===== config.mk =====
export PLATFORM = sky130hd
export DESIGN_NAME = serial_adder
export DESIGN_NICKNAME = d
export VERILOG_FILES = /design/src/rtl/serial_adder.sv
export SDC_FILE = /design/constraint.sdc
export NUM_CORES = 1
export LEC_CHECK = 0
export ABC_AREA = 0
export BUFFER_PORTS_ARGS = -buffer_cell sky130_fd_sc_hd__clkbuf_2
export CAP_MARGIN = 10
export CORE_ASPECT_RATIO = 0.7
export CORE_UTILIZATION = 45
export DETAILED_ROUTE_END_ITERATION = 7
export HOLD_SLACK_MARGIN = 0.12
export PLACE_DENSITY_LB_ADDON = 0.05
export SLEW_MARGIN = 30
export SYNTH_ARGS = -nofsm -noshare
export SYNTH_HDL_FRONTEND = slang
export SYNTH_SLANG_ARGS = --single-unit

===== constraint.sdc =====
create_clock -name clk -period 1.7 [get_ports clk]
set_input_delay 0.34 -clock clk [delete_from_list [all_inputs] [get_ports clk]]
set_output_delay 0.34 -clock clk [all_outputs]
set_load 0.05 [all_outputs]

===== src/rtl/serial_adder.sv =====
// ---------------------------------------------------------------------------
// serial_adder
//   Bit-serial WIDTH-bit adder built around one full-adder cell and a carry
//   flip-flop. It processes one operand bit pair per clock, LSB first, so
//   a result takes WIDTH cycles and the adder itself costs one cell.
//
//   Optional feature macro: SERIAL_ADDER_OVF_EN
//     defined   -> ovf reports signed two's-complement overflow of the last
//                  result.
//     undefined -> ovf is tied to 0 and no overflow logic is built.
//
// Ports
//   clk    in   rising-edge clock
//   rst    in   synchronous active-high reset; it wins over start
//   start  in   request a new addition; honoured in IDLE or DONE only
//   a, b   in   operands, captured on the accepting edge only
//   cin    in   carry-in, captured on the accepting edge only
//   busy   out  high while bits are being processed (state RUN)
//   done   out  one-cycle pulse; sum/cout/ovf are valid in this cycle
//   sum    out  result; holds the last completed value
//   cout   out  carry-out; holds the last completed value
//   ovf    out  signed overflow of the last result
// ---------------------------------------------------------------------------
module serial_adder #(
    parameter int WIDTH = 8
) (
    input  logic             clk,
    input  logic             rst,
    input  logic             start,
    input  logic [WIDTH-1:0] a,
    input  logic [WIDTH-1:0] b,
    input  logic             cin,
    output logic             busy,
    output logic             done,
    output logic [WIDTH-1:0] sum,
    output logic             cout,
    output logic             ovf
);

    localparam int CW = $clog2(WIDTH);

    localparam logic [1:0] S_IDLE = 2'd0;
    localparam logic [1:0] S_RUN  = 2'd1;
    localparam logic [1:0] S_DONE = 2'd2;

    localparam logic [CW-1:0] LAST_BIT = CW'(WIDTH - 1);

    logic [1:0]       state;
    logic [WIDTH-1:0] sa;
    logic [WIDTH-1:0] sb;
    logic [WIDTH-1:0] ss;
    logic             c;
    logic [CW-1:0]    cnt;

    // The single full-adder cell, fed from the low end of the shifters.
    logic             fa_s;
    logic             fa_c;
    logic [WIDTH-1:0] ss_next;

    assign fa_s    = sa[0] ^ sb[0] ^ c;
    assign fa_c    = (sa[0] & sb[0]) | (sa[0] & c) | (sb[0] & c);
    assign ss_next = {fa_s, ss[WIDTH-1:1]};

    assign busy = (state == S_RUN);
    assign done = (state == S_DONE);

`ifdef SERIAL_ADDER_OVF_EN
    logic ovf_q;
    assign ovf = ovf_q;
`else
    assign ovf = 1'b0;
`endif

    always_ff @(posedge clk) begin
        if (rst) begin
            state <= S_IDLE;
            sa    <= '0;
            sb    <= '0;
            ss    <= '0;
            c     <= 1'b0;
            cnt   <= '0;
            sum   <= '0;
            cout  <= 1'b0;
`ifdef SERIAL_ADDER_OVF_EN
            ovf_q <= 1'b0;
`endif
        end else begin
            case (state)
                S_IDLE, S_DONE: begin
                    if (start) begin
                        sa    <= a;
                        sb    <= b;
                        c     <= cin;
                        cnt   <= '0;
                        state <= S_RUN;
                    end else begin
                        state <= S_IDLE;
                    end
                end
                S_RUN: begin
                    c   <= fa_c;
                    sa  <= sa >> 1;
                    sb  <= sb >> 1;
                    ss  <= ss_next;
                    cnt <= cnt + 1'b1;
                    if (cnt == LAST_BIT) begin
                        sum   <= ss_next;
                        cout  <= fa_c;
`ifdef SERIAL_ADDER_OVF_EN
                        // c still holds the carry into the MSB here.
                        ovf_q <= c ^ fa_c;
`endif
                        state <= S_DONE;
                    end
                end
                default: state <= S_IDLE;
            endcase
        end
    end

endmodule


# Word level (Yosys, flattened, before mapping)
# Cells that the tools add are included.
[op_classes] n_addsub=1 mul=0 n_div=0 magnitude_cmp=0 n_eq_ne=5 shift=0 n_mux=11 n_bitwise=7 reduce_logical=5
[ops] cell="$pmux 8 s2" n=2
[ops] cell="$mux 8" n=2
[ops] cell="$pmux 3 s2" n=1
[ops] cell="$pmux 2 s2" n=1
[ops] cell="$reduce_and 2->1" n=2
[ops] cell="$add 3x1->3 const B" n=1
[ops] cell="$and 1x1->1" n=3
[ops] cell="$eq 3x3->1 const B" n=1
[ops] cell="$mux 3" n=1
[ops] cell="$eq 2x1->1 const B" n=1
[ops] cell="$eq 2x2->1 const B" n=1
[ops] cell="$logic_not 2->1" n=1
[ops] cell="$mux 1" n=2
[ops] cell="$mux 2" n=1
[ops] cell="$ne 2x1->1 const B" n=1
[ops] cell="$ne 2x2->1 const B" n=1
[ops] cell="$or 1x1->1" n=2
[ops] cell="$pmux 1 s2" n=1
[ops] cell="$reduce_bool 2->1" n=1
[ops] cell="$reduce_or 2->1" n=1
[ops] cell="$xor 1x1->1" n=2
[totals] ff_bits=39 latch_bits=0 ramBits=0 romBits=0 input_bits=20 word_cells=37 n_memories=0

# Depth between registers and ports, before layout
[logic_depth] depth_word=4 mapped_depth=7 ltp_nobuf=5

# Worst setup path after synthesis
# OpenSTA, ideal clock, no wires.
[synth_path] path_type="register to output" startpoint="register state[1]" endpoint="output port done" arrival_ns=1.023 t_required_ns=1.360 setup_slack_ns=0.337 stages_incl_launch_ff=2 n_path_buf=0 cell_sequence="dfxtp_1 -> nor2b_1"
[synth_via] elab_chain_cells=1
[synth_rtl] item="from (decl)" line_no="48" source="logic [1:0] state;"
[synth_rtl] item="from (signal assigned)" line_no="76" source="state <= S_IDLE;"
[synth_rtl] item="from (signal assigned)" line_no="95" source="state <= S_RUN;"
[synth_rtl] item="from (signal assigned)" line_no="97" source="state <= S_IDLE;"
[synth_rtl] item="$eq 2x2->1" line_no="65" source="assign done = (state == S_DONE);"
[synth_rtl] item="to (decl)" line_no="34" source="output logic done,"
# No other way between the ends.

# Worst setup path in the final report
[layout_path] startpoint="register state[0]" endpoint="output port busy"
[layout_via] elab_chain_cells=1
[layout_rtl] item="$eq 2x1->1" line_no="64" source="assign busy = (state == S_RUN);"
[layout_rtl] item="to (decl)" line_no="33" source="output logic busy,"
# No other way between the ends.

==> flow_summary.toml <==
[sta]
period_needed_ns = 1.48
relSlewSlack_pct = 48.3
maxSlewViolCount = 0
setup_violations = 0
fin_crit_sh_pct = 87.2
fmax_ghz = 0.674
worst_pin_slew_ns = 0.776
whs_ns = 0.272
hold_viol_final = 0
rsz0062_at_grt = "no"
finalSetupTns_ns = 0
finClkSkew_ns = 0.00547

[detailed_routing]
drt-total-wl_mm = 3.00
postRouteAntennaNets = 0
drt-initial-drc-count = 77
dr.pass1.iters = 4
via_per_inst = 5.02
num_vias = 1325
post-route-drc-count = 0
post_drt_wl_per_cell_um = 11.4

[synth]
synth_area_um2 = 1550
syn_nets = 214
ys_ff_latch = 38
synthArstFlopShare_pct = 0
synthTopCellsByArea = "dfxtp_1, nand2_1, a311oi_1, a21oi_1, nand3_1"
syn_avg_cell_area_um2 = 8.11
synth.most_common_cell = "nand2_1"
synthDominantCellAreaShare_pct = 49.1
yosysTopAreaCell = "dfxtp_1"
synth-edff-count = 0
yosys_warnings = 0
ys_seq_area_share_pct = 49.1
yosysUniqueCellTypes = 19
synth_commonest_cells = "nand2_1, dfxtp_1, a21oi_1"
synth_ff_type = "dfxtp_1"
syn_inst = 191

[pwr]
p_switching_uw = 443
p_int_mw = 1.30
p_seq_share_pct = 55.3
power.share.clock_pct = 32.8
p_sw_share_pct = 25.4
comb_power_share_pct = 11.9
p_per_area_nw_per_um2 = 975
peakVddDrop_uv = 486
power.leakage_nw = 0.719

[layout]
syn2layout_area_growth_pct = 15.3
layout-drive-gt1-share_pct = 19.4
diodes = 0
finalNetCount = 240

[clock_tree]
clock-sinks = 38
htree_num_levels = 2
cts_tree = "built"
path_clk_slew_ns = 0.07
cts_buffers = 5
cts_buffer_depth = 2
cts_hold_buf = 0
post_cts_resize_count = 0
cts-root-buf = "clkbuf_8"
cts_setup_buffers = 0
clk_latency_ns = 0.28

[placement]
portBuffers = 30
hpwl_mm = 1.95
routabilityCongestion = 0.703

[die]
rows = 17
die_h_um = 51.1
die_area_um2 = 3680
core_area_um2 = 3210
die_w_um = 72.1
num_io_pins = 32
start_util_pct = 48.2

[global_routing]
track_usage_pct = 18.3
antenna_found_initial = 0
grt_max_degree = 39
grt_overflow = 0
grt_pass1_wl_mm = 5.00
grt_pass1_vias = 1134

[flow_run]
cap_violations = 0

[worst_hold_path]
hold_class = "primary input to flop"

[setup_path]
end_kind = "output port"
cp.arrival_ns = 1.14
critPathMaxFanout = 5
cp.required_ns = 1.36
cp-start-kind = "flop"
critPathKind = "flop to output port"

[run_status]
outcome = "finished clean"
==> placed cells by master (no fill, tap or decap) <==
| master | instances |
|---|---|
| a21oi_1 | 21 |
| a311oi_1 | 15 |
| buf_12 | 1 |
| buf_4 | 5 |
| clkbuf_1 | 2 |
| clkbuf_2 | 30 |
| clkbuf_8 | 5 |
| conb_1 | 1 |
| dfxtp_1 | 38 |
| fa_1 | 1 |
| ha_1 | 2 |
| inv_2 | 1 |
| nand2_1 | 57 |
| nand2b_1 | 3 |
| nand3_1 | 14 |
| nand3b_1 | 1 |
| nor2_1 | 17 |
| nor2b_1 | 2 |
| o21a_1 | 1 |
==> final cells by class <==
class	instances	area, um^2
multi-input combinational	135	679
fill	322	1430
clock buffer	7	76.3
tap	47	58.8
timing repair buffer	36	208
inverter	1	3.75
sequential	38	761
==> final timing paths <==
path                         startpoint                   to  slack, ns  cells past startpoint
setup / recovery  state[0]$_SDFFE_PP0P_                 busy       0.22                      3
hold / removal                     a[7]   sa[7]$_SDFFE_PP0P_       0.27                      3
setup reg to reg    cnt[0]$_SDFFE_PP0P_  sum[1]$_SDFFE_PP0P_       0.36                      5
hold reg to reg     sum[0]$_SDFFE_PP0P_  sum[0]$_SDFFE_PP0P_       0.45                      2
==> registers in the layout, summed over array words and instances (netlist names) <==
| name | count |
|---|---|
| c | 1 |
| cnt | 3 |
| cout | 1 |
| sa | 8 |
| sb | 8 |
| ss | 7 |
| state | 2 |
| sum | 8 |
==> per-layer routing <==
metal,up-vias,global-route usage (%),part of all wire (%)
met1,613,24.9,53
met5,-,0,0
met4,0,8.82,0.47
met3,2,5.92,3.5
met2,20,25.9,43
li1,690,-,-
==> per-stage QoR <==
| step | cell area, um^2 | instances | total power, mW | utilization, % | setup WS (ns) |
|---|---|---|---|---|---|
| after global routing | 1790 | 264 | 1.83 | 55.6 | 0.150 |
| after global placement | 1710 | 257 | 1.18 | 53.3 | 0.375 |
| after floorplan | 1550 | 191 | 1.14 | - | 0.337 |
| after CTS | 1790 | 264 | 1.77 | 55.6 | 0.207 |
| final | 1790 | 264 | 1.74 | 55.6 | 0.217 |
| after detailed placement | 1710 | 257 | 1.19 | 53.3 | 0.342 |
==> logic make-up (layout without fill, tap and decap cells) <==
kind of cell / Yosys count / after routing / synth area share [%]
adders and majority gates: 3 / 3 / 2.91
buffers and inverters: 18 / 44 / 7.03
other: 1 / 1 / 0.242
AOI/OAI and AO/OA: 37 / 37 / 15.8
and+or+nand+nor: 94 / 94 / 25.0
DFF: 38 / 38 / 49.1
==> power by group through the flow <==
| stage | clock network [mW] | registers (mW) | logic (mW) |
|---|---|---|---|
| final | 0.571 | 0.964 | 0.207 |
| after detailed placement | 0 | 0.983 | 0.208 |
| after global routing | 0.628 | 0.968 | 0.235 |
| after global placement | 0 | 0.982 | 0.201 |
| after CTS | 0.594 | 0.963 | 0.209 |
| after floorplan | 0 | 0.976 | 0.165 |
==> critical path, stage by stage (launching register included) <==
cell	delay [ns]
dfxtp_1	0.39
nand2b_1	0.13
inv_2	0.08
clkbuf_2	0.27
Power figures use the tool's default switching activity.
